File: src/rtl/data_stack.sv
// data_stack: operand stack for the stack machine.
//
// TOS and NEXT live in dedicated registers that feed the ALU directly.
// Deeper entries spill into a register array (combinational read). Every
// op (push, pop, dup, ALU write-back) completes in a single clock.
//
// Optional feature macro: DATA_STACK_GUARD_EN
//   defined   : overflowing/underflowing ops are suppressed and raise sticky
//               o_overflow / o_underflow flags (cleared only by reset).
//   undefined : no checking, flags tied to 0, counters wrap.
//
// Ports:
//   clk         rising-edge clock
//   rst_n       asynchronous active-low reset
//   op          3'b000 NOP, 001 PUSH, 010 POP, 011 ALU_KEEP, 100 ALU_POP,
//               101 DUP, 110/111 NOP
//   din         word to push
//   alu_tos     ALU o_tos result (sampled with ALU_KEEP / ALU_POP)
//   alu_next    ALU o_next result (sampled with ALU_KEEP)
//   o_tos       top-of-stack register
//   o_next      next-on-stack register
//   o_depth     number of valid items, 0..DEPTH+2
//   o_empty     o_depth == 0
//   o_full      o_depth == DEPTH+2
//   o_overflow  sticky overflow flag
//   o_underflow sticky underflow flag
module data_stack #(
  parameter int WIDTH = 16,
  parameter int DEPTH = 16
) (
  input  logic                         clk,
  input  logic                         rst_n,
  input  logic [2:0]                   op,
  input  logic [WIDTH-1:0]             din,
  input  logic [WIDTH-1:0]             alu_tos,
  input  logic [WIDTH-1:0]             alu_next,
  output logic [WIDTH-1:0]             o_tos,
  output logic [WIDTH-1:0]             o_next,
  output logic [$clog2(DEPTH+3)-1:0]   o_depth,
  output logic                         o_empty,
  output logic                         o_full,
  output logic                         o_overflow,
  output logic                         o_underflow
);

  localparam int CW = $clog2(DEPTH+3);
  localparam int SW = $clog2(DEPTH+1);
  localparam int AW = (DEPTH > 1) ? $clog2(DEPTH) : 1;

  localparam logic [CW-1:0] CNT_FULL = CW'(DEPTH+2);
  localparam logic [SW-1:0] SP_LIMIT = SW'(DEPTH);

  localparam logic [2:0] OP_PUSH     = 3'b001;
  localparam logic [2:0] OP_POP      = 3'b010;
  localparam logic [2:0] OP_ALU_KEEP = 3'b011;
  localparam logic [2:0] OP_ALU_POP  = 3'b100;
  localparam logic [2:0] OP_DUP      = 3'b101;

  logic [WIDTH-1:0] tos_q, tos_d;
  logic [WIDTH-1:0] next_q, next_d;
  logic [SW-1:0]    sp_q, sp_d;
  logic [CW-1:0]    count_q, count_d;

  logic [WIDTH-1:0] mem [DEPTH];

  logic             spill_en;
  logic [SW-1:0]    sp_dec;
  logic [WIDTH-1:0] refill_val;
  logic             block;

  // Word that moves up into NEXT when the stack shrinks. An empty spill
  // store yields 0 so a vacated NEXT never exposes a stale entry.
  assign sp_dec     = sp_q - SW'(1);
  assign refill_val = ((sp_q != '0) && (sp_dec < SP_LIMIT)) ? mem[AW'(sp_dec)] : '0;

`ifdef DATA_STACK_GUARD_EN
  logic ovf_req, unf_req;
  logic ovf_q, unf_q;

  assign ovf_req = ((op == OP_PUSH) || (op == OP_DUP)) && (count_q == CNT_FULL);
  assign unf_req = (((op == OP_POP) || (op == OP_DUP)) && (count_q == '0)) ||
                   (((op == OP_ALU_KEEP) || (op == OP_ALU_POP)) && (count_q < CW'(2)));
  assign block   = ovf_req || unf_req;

  always_ff @(posedge clk or negedge rst_n) begin
    if (!rst_n) begin
      ovf_q <= 1'b0;
      unf_q <= 1'b0;
    end else begin
      if (ovf_req) ovf_q <= 1'b1;
      if (unf_req) unf_q <= 1'b1;
    end
  end

  assign o_overflow  = ovf_q;
  assign o_underflow = unf_q;
`else
  assign block       = 1'b0;
  assign o_overflow  = 1'b0;
  assign o_underflow = 1'b0;
`endif

  always_comb begin
    tos_d    = tos_q;
    next_d   = next_q;
    sp_d     = sp_q;
    count_d  = count_q;
    spill_en = 1'b0;
    if (!block) begin
      case (op)
        OP_PUSH, OP_DUP: begin
          // With fewer than two items NEXT is empty, so TOS just slides
          // down into it and the spill store is left alone.
          if (count_q >= CW'(2)) begin
            spill_en = (sp_q < SP_LIMIT);
            sp_d     = sp_q + SW'(1);
          end
          next_d  = tos_q;
          tos_d   = (op == OP_DUP) ? tos_q : din;
          count_d = count_q + CW'(1);
        end
        OP_POP: begin
          tos_d   = next_q;
          next_d  = refill_val;
          if (sp_q != '0) sp_d = sp_dec;
          count_d = count_q - CW'(1);
        end
        OP_ALU_KEEP: begin
          tos_d  = alu_tos;
          next_d = alu_next;
        end
        OP_ALU_POP: begin
          tos_d   = alu_tos;
          next_d  = refill_val;
          if (sp_q != '0) sp_d = sp_dec;
          count_d = count_q - CW'(1);
        end
        default: ;
      endcase
    end
  end

  always_ff @(posedge clk or negedge rst_n) begin
    if (!rst_n) begin
      tos_q   <= '0;
      next_q  <= '0;
      sp_q    <= '0;
      count_q <= '0;
    end else begin
      tos_q   <= tos_d;
      next_q  <= next_d;
      sp_q    <= sp_d;
      count_q <= count_d;
    end
  end

  // Spill store has no reset; entries above sp are never read back.
  always_ff @(posedge clk) begin
    if (spill_en && rst_n) mem[AW'(sp_q)] <= next_q;
  end

  assign o_tos   = tos_q;
  assign o_next  = next_q;
  assign o_depth = count_q;
  assign o_empty = (count_q == '0);
  assign o_full  = (count_q == CNT_FULL);

endmodule

File: config.mk
export PLATFORM = sky130hd
export DESIGN_NAME = data_stack
export DESIGN_NICKNAME = d
export VERILOG_FILES = /design/src/rtl/data_stack.sv
export SDC_FILE = /design/constraint.sdc
export NUM_CORES = 1
export LEC_CHECK = 0
export CORE_MARGIN = 10
export CORE_UTILIZATION = 60
export CTS_CLUSTER_SIZE = 24
export DETAILED_ROUTE_END_ITERATION = 10
export PLACE_DENSITY = 0.88
export SLEW_MARGIN = 30
export SYNTH_ARGS = -nofsm -noshare
export SYNTH_HDL_FRONTEND = slang
export SYNTH_SLANG_ARGS = --single-unit
File: constraint.sdc
create_clock -name clk -period 6.4 [get_ports clk]
set_clock_uncertainty 0.05 [all_clocks]
set_input_delay 1.28 -clock clk [delete_from_list [all_inputs] [get_ports clk]]
set_output_delay 1.28 -clock clk [all_outputs]
set_load 0.005 [all_outputs]
==> results of run 1 <==
metrics by stage:
stage	hold slack [ns]	util, %
2_1_floorplan	0.418	-
3_3_place_gp	0.453	66.7
3_5_place_dp	0.461	66.8
4_1_cts	0.477	71.2
5_1_grt	0.502	71.2
6_report	0.487	71.2
registers in the layout, summed over array words and instances (netlist names):
signal   count
o_tos       16
o_depth      5
sp_q         5
o_next      16
mem        256
synthesized netlist by cell type (all sizes together), types with 3 or more instances:
cell type,instances
a21o,3
a21oi,38
a221oi,15
and2,16
buf,28
clkbuf,21
dfrtp,42
edfxtp,256
ha,7
inv,5
mux2,3
mux2i,17
mux4,64
nand2,23
nand2b,3
nor2,43
nor2b,4
nor3b,17
o21ai,19
o22ai,46
o31ai,15
xnor2,5
xor2,6
worst register-to-register path: stages (launching register included):
cell     delay, ns
dfrtp_4       0.91
inv_1         0.18
ha_2          0.92
buf_4         0.54
mux4_2        0.42
o22ai_1       0.41
o31ai_2       0.09
cell type report:
type / instances / share of cell area [%]
multi-input combinational: 367 / 24.1
inverter: 5 / 0.129
clock buffer: 45 / 5.71
timing repair buffer: 106 / 6.96
clock inverter: 7 / 0.423
tap: 270 / 2.33
sequential: 298 / 60.3
final timing paths:
| path | start | to | cells past startpoint |
|---|---|---|---|
| worst max register to register | sp_q[0] | o_next[4] | 6 |
| worst min-delay path | sp_q[4] | sp_q[4] | 1 |
| min in group asynchronous | rst_n | o_depth[2] | 2 |
| worst min register to register | sp_q[4] | sp_q[4] | 1 |
| worst max-delay path | op[0] | mem[10][2] | 6 |
| max in group asynchronous | rst_n | sp_q[0] | 2 |
where the power goes:
part	switching (mW)	internal [mW]
logic	1.24	0.992
clock network	0.683	0.924
registers	0.389	2.48
total	2.31	4.40
per-layer routing:
layer	global-route usage [%]	up-vias	share of wire, %
met2	41.2	530	51
li1	-	3066	-
met1	32.1	3789	36
met3	3.80	88	10
met5	0	-	0
met4	7.35	0	3.3
cells by family (layout without fill, tap and decap cells):
logic type                 after synthesis  count (layout)  synth area share (%)
adders and majority gates                8               8                 0.862
DFF                                    298             298                  70.0
buffers and inverters                   54             163                  2.21
xor gates and xnor gates                11              11                 0.772
and+or+nand+nor                        118             118                  4.82
AOI/OAI and AO/OA                      144             144                  8.08
other                                    1               2                0.0301
muxes                                   84              84                  13.2
==> reports/qor.txt, run 1 <==
Reg2reg setup slack: 2.71 ns
Power Density: 463 nW/µm²
N_diodes: 0
Die area: 27000 µm²
Clk Latency, worst-skew pair: 0.54 ns
Syn Area/Cell: 17.4 µm²
Mapped cell area: 12500 µm²
# DRC: 0
IO Port Bufs: 91
Share of cells above drive strength 1: 17.4%
Drt first pass iters: 8
Synth top area share: 61.6%
Final setup viols: 0
Antenna-violating nets left: 0
Worst Max-Slew Pin Slew: 0.988 ns
CTS tree: built
Number of global-route vias before repair: 7555
# Max-Cap Violations: 0
Sequential fraction of the synthesis area: 70.0%
Worst setup SP type: primary input
Post-CTS setup buffer count: 0
Rows: 52
Post-Layout Inst Area: 14500 µm²
DR iter-0 viols: 1038
Post-layout min period: 3.97 ns
Total CTS buffers: 28
Post-DP HPWL: 21400 µm
Design Power: 6.71 mW
Chip width: 164 µm
Area of the multi-input gates: 3500 µm²
Total gr overflow: 0
Wirelength, routed: 33200 µm
Cells along the critical path: buf_2 > nor2b_1 > buf_4 > nand4b_1 > nor3b_1 > and2_1
Final Cycle Share: 62.1%
RSZ-0062 raised after global routing: false
Gate Count Post-Synth: 718
CP Buf/Inv Count: 2
Final worst slack: 2.43 ns
Area Overhead vs Synth: 16.2%
Worst IR drop on VDD: 0.312 mV
Fillers: 1201
Critical path type: in -> reg
Synth Warn #: 0
Status: finished, final reports clean
Final cell count without fillers: 1098
Ys async rst share: 14.1%
CP Data Required Time: 6.51 ns
Top cell type by total area after synthesis: edfxtp_1
Yosys cell types: 46
Max FO, Critical Path: 36
Fmax: 0.252 GHz
Slowest Stage Delay on Critical Path: 0.74 ns
Post-DR vias/cell: 6.81
Core outline area: 20400 µm²
CP arrival: 4.08 ns
H-tree levels: 1
Placer Congestion: 0.950
Tightest Hold Check Type: reg -> reg
Most common cell after layout, fill and taps aside: edfxtp_1
Top post-synthesis cells by area: edfxtp_1 62%, mux4_2 12%, dfrtp_1 8.4%
Top-level I/O count: 94
DR WL/cell: 30.2 µm
Clock root buffer: clkbuf_16
Largest net degree at the start of global routing: 54
Tot GR Track Use: 24.4%
Ys flop type: edfxtp_1
Cts hold-fix bufs: 0
Starting density of the core: 61.3%
Commonest cells after routing, fill and taps aside: 256 x edfxtp_1, 88 x clkdlybuf4s50_1, 64 x mux4_2
Synth Register Bits: 298
Placed cell areas: 13600 µm²
Num Clock Sinks: 298
Post-synth EDFFs: 256
CTS resizes: 0
Initial antenna violation count: 0
Top delay family on crit path: simple AND/OR/NAND/NOR gates
Die H: 164 µm
Crit. End Element: flop
Slew headroom: 34.1%
Pre-CTS setup slack: 2.02 ns
Fin nets: 867
Global-route wire length before repair: 48900 µm
Clock tree buffer depth: 3
Sum Neg Setup Slack: 0 ns
Final Slew Violations: 0
DR vias: 7473
Slowest cell on crit path: and2_1
Clk slew on worst S/H paths: 0.06 ns
Placed insts: 1046
Final hold viol count: 0
FF+latch area: 8740 µm²
Leak: 4.81 nW
Power figures use the tool's default switching activity.
==> run 2, diff against run 1 <==
--- a/config.mk
+++ b/config.mk
@@ -6,10 +6,10 @@
 export NUM_CORES = 1
 export LEC_CHECK = 0
 export CORE_MARGIN = 10
-export CORE_UTILIZATION = 60
+export CORE_UTILIZATION = 58
 export CTS_CLUSTER_SIZE = 24
 export DETAILED_ROUTE_END_ITERATION = 10
-export PLACE_DENSITY = 0.88
+export PLACE_DENSITY = 0.85
 export SLEW_MARGIN = 30
 export SYNTH_ARGS = -nofsm -noshare
 export SYNTH_HDL_FRONTEND = slang
==> constraint.sdc (replaced) <==
create_clock -name clk -period 4 [get_ports clk]
set_clock_uncertainty 0.05 [all_clocks]
set_input_delay 0.8 -clock clk [delete_from_list [all_inputs] [get_ports clk]]
set_output_delay 0.8 -clock clk [all_outputs]
set_load 0.005 [all_outputs]
==> run 2 against run 1 <==
Sequential share of layout area decreased by 0.87 points. Total power grew 60%. Setup slack worse by 1.5 ns. Die area grew 3.0%. Via count increased by 1.7%. Flip-flop and latch count is the same. Critical path depth decreased by 3. Critical endpoint is now o_empty. Utilization down 1.4 points. Cell area increased by 1.5%. Clock power is 75% higher.
==> reports/qor.txt, run 2 (same netlist as run 1, synthesis figures left out) <==
Status: finished, final reports clean (unchanged)
Total gr overflow: 0 (unchanged)
H-tree levels: 1 (unchanged)
Most common cell after layout, fill and taps aside: edfxtp_1 (unchanged)
Wirelength, routed: 33300 µm (was 33200 µm)
Commonest cells after routing, fill and taps aside: 256 x edfxtp_1, 88 x clkdlybuf4s50_1, 64 x mux4_2 (unchanged)
RSZ-0062 raised after global routing: false (unchanged)
Slowest Stage Delay on Critical Path: 0.61 ns (was 0.74 ns)
Largest Register: mem (unchanged)
N_diodes: 0 (unchanged)
CP Buf/Inv Count: 1 (was 2)
Post-DP HPWL: 19900 µm (was 21400 µm)
Total CTS buffers: 29 (was 28)
Fmax: 0.324 GHz
IO Port Bufs: 91 (unchanged)
Power Density: 730 nW/µm² (was 463 nW/µm²)
Tightest Hold Check Type: in -> async (was reg -> reg)
Clk slew on worst S/H paths: 0.07 ns (was 0.06 ns)
Cells along the critical path: or4_1 > nor2_1 > clkdlybuf4s50_1 (was buf_2 > nor2b_1 > buf_4 > nand4b_1 > nor3b_1 > and2_1)
R2R depth: 8 (was 6)
Capturing point of the worst reg2reg path: o_next[1] (was o_next[4])
Reg power frac: 42.9% (was 42.8%)
Pre-CTS setup slack: 0.924 ns (was 2.02 ns)
Clk pwr share: 26.3% (was 23.9%)
Top-level I/O count: 94 (unchanged)
CTS resizes: 0 (unchanged)
DR WL/cell: 29.8 µm (was 30.2 µm)
Worst Max-Slew Pin Slew: 0.855 ns (was 0.988 ns)
Post-layout min period: 3.08 ns
Post-DR vias/cell: 6.80 (was 6.81)
Num Clock Sinks: 298 (unchanged)
Max FO, Critical Path: 6 (was 36)
Antenna-violating nets left: 0 (unchanged)
Switching Power: 3.49 mW (was 2.31 mW)
Fin nets: 882 (was 867)
CTS tree: built (unchanged)
Share of cells above drive strength 1: 19.6% (was 17.4%)
Switching Share: 32.6% (was 34.5%)
Slowest cell on crit path: or4_1 (was and2_1)
Leak: 4.93 nW (was 4.81 nW)
Final Cycle Share: 77.1%
Sum Neg Setup Slack: 0 ns (unchanged)
Number of global-route vias before repair: 7871 (was 7555)
Area Overhead vs Synth: 17.9% (was 16.2%)
Combinational Power Share: 30.9% (was 33.3%)
Clock root buffer: clkbuf_16 (unchanged)
Max reg flops: 256 (unchanged)
Worst setup SP type: flop (was primary input)
Worst IR drop on VDD: 0.589 mV (was 0.312 mV)
DR iter-0 viols: 1161 (was 1038)
Final worst slack: 0.918 ns (was 2.43 ns)
Clk Latency, worst-skew pair: 0.57 ns (was 0.54 ns)
Critical path type: reg -> out (was in -> reg)
Drt first pass iters: 5 (was 8)
Die area: 27800 µm² (was 27000 µm²)
Starting density of the core: 59.2% (was 61.3%)
Cts hold-fix bufs: 0 (unchanged)
Post-CTS setup buffer count: 0 (unchanged)
Final cell count without fillers: 1118 (was 1098)
Final hold viol count: 0 (unchanged)
CP Data Required Time: 3.15 ns (was 6.51 ns)
Tot GR Track Use: 23.4% (was 24.4%)
CP arrival: 2.23 ns (was 4.08 ns)
Slew headroom: 43.0% (was 34.1%)
Global-route wire length before repair: 50100 µm (was 48900 µm)
Final setup viols: 0 (unchanged)
Die H: 167 µm (was 164 µm)
Top delay family on crit path: simple AND/OR/NAND/NOR gates (unchanged)
# DRC: 0 (unchanged)
Placer Congestion: 0.811 (was 0.950)
Final Slew Violations: 0 (unchanged)
Rows: 53 (was 52)
Reg2Reg Launch Point: sp_q[0] (unchanged)
Initial antenna violation count: 0 (unchanged)
Cell-internal power: 7.24 mW (was 4.40 mW)
Crit. End Element: output port (was flop)
# Max-Cap Violations: 0 (unchanged)
Placed insts: 1064 (was 1046)
Core outline area: 21100 µm² (was 20400 µm²)
Clock tree buffer depth: 3 (unchanged)
Largest net degree at the start of global routing: 55 (was 54)
DR vias: 7598 (was 7473)
Reg2reg setup slack: 1.09 ns (was 2.71 ns)
Chip width: 167 µm (was 164 µm)
## run 2: cell types whose count changed in the layout (fill, tap and decap cells not counted), sizes merged
cell	before	now
bufinv	1	4
buf	18	32
clkbuf	45	41
clkinvlp	0	1
inv	5	6
## run 2: routing by layer
| layer | up-vias | global-route usage (%) | part of all wire [%] |
|---|---|---|---|
| met5 | - | 0 | 0 |
| li1 | 3090 | - | - |
| met4 | 0 | 10.3 | 4.2 |
| met1 | 3761 | 29.0 | 34 |
| met3 | 120 | 5.39 | 12 |
| met2 | 627 | 38.7 | 50 |
## run 2: stage by stage
stage	area (µm²)	hold slack (ns)	util (%)	power (mW)
finish	14700	0.331	69.7	10.7
global route	14700	0.357	69.7	11.1
CTS	14700	0.338	69.7	10.7
detailed placement	13700	0.456	65.0	7.85
global placement	13700	0.446	65.0	7.69
floorplan	12500	0.418	-	6.62
## run 2: area by class of cell
| cell class | instances | area (µm²) |
|---|---|---|
| timing repair buffer | 120 | 1130 |
| multi-input combinational | 367 | 3490 |
| sequential | 298 | 8740 |
| inverter | 5 | 18.8 |
| clock buffer | 41 | 811 |
| fill | 1255 | 6380 |
| tap | 275 | 344 |
| clock inverter | 12 | 175 |
## run 2: worst max path at each step
stage	slack, ns	cells past startpoint	from	to
2_1_floorplan	0.80	5	op[0]	mem[12][0]
3_3_place_gp	0.97	9	op[2]	o_depth[4]
3_5_place_dp	0.92	5	op[0]	mem[2][7]
4_1_cts	0.90	3	o_depth[1]	o_empty
5_1_grt	0.84	3	o_depth[1]	o_empty
6_report	0.92	3	o_depth[1]	o_empty
## run 2: power by group through the flow
| stage | registers, mW | logic, mW | clock network, mW |
|---|---|---|---|
| after floorplan | 4.37 | 2.25 | 0 |
| final | 4.60 | 3.31 | 2.82 |
| after global routing | 4.65 | 3.49 | 2.95 |
| after detailed placement | 4.64 | 3.22 | 0 |
| after global placement | 4.58 | 3.12 | 0 |
| after CTS | 4.58 | 3.29 | 2.83 |
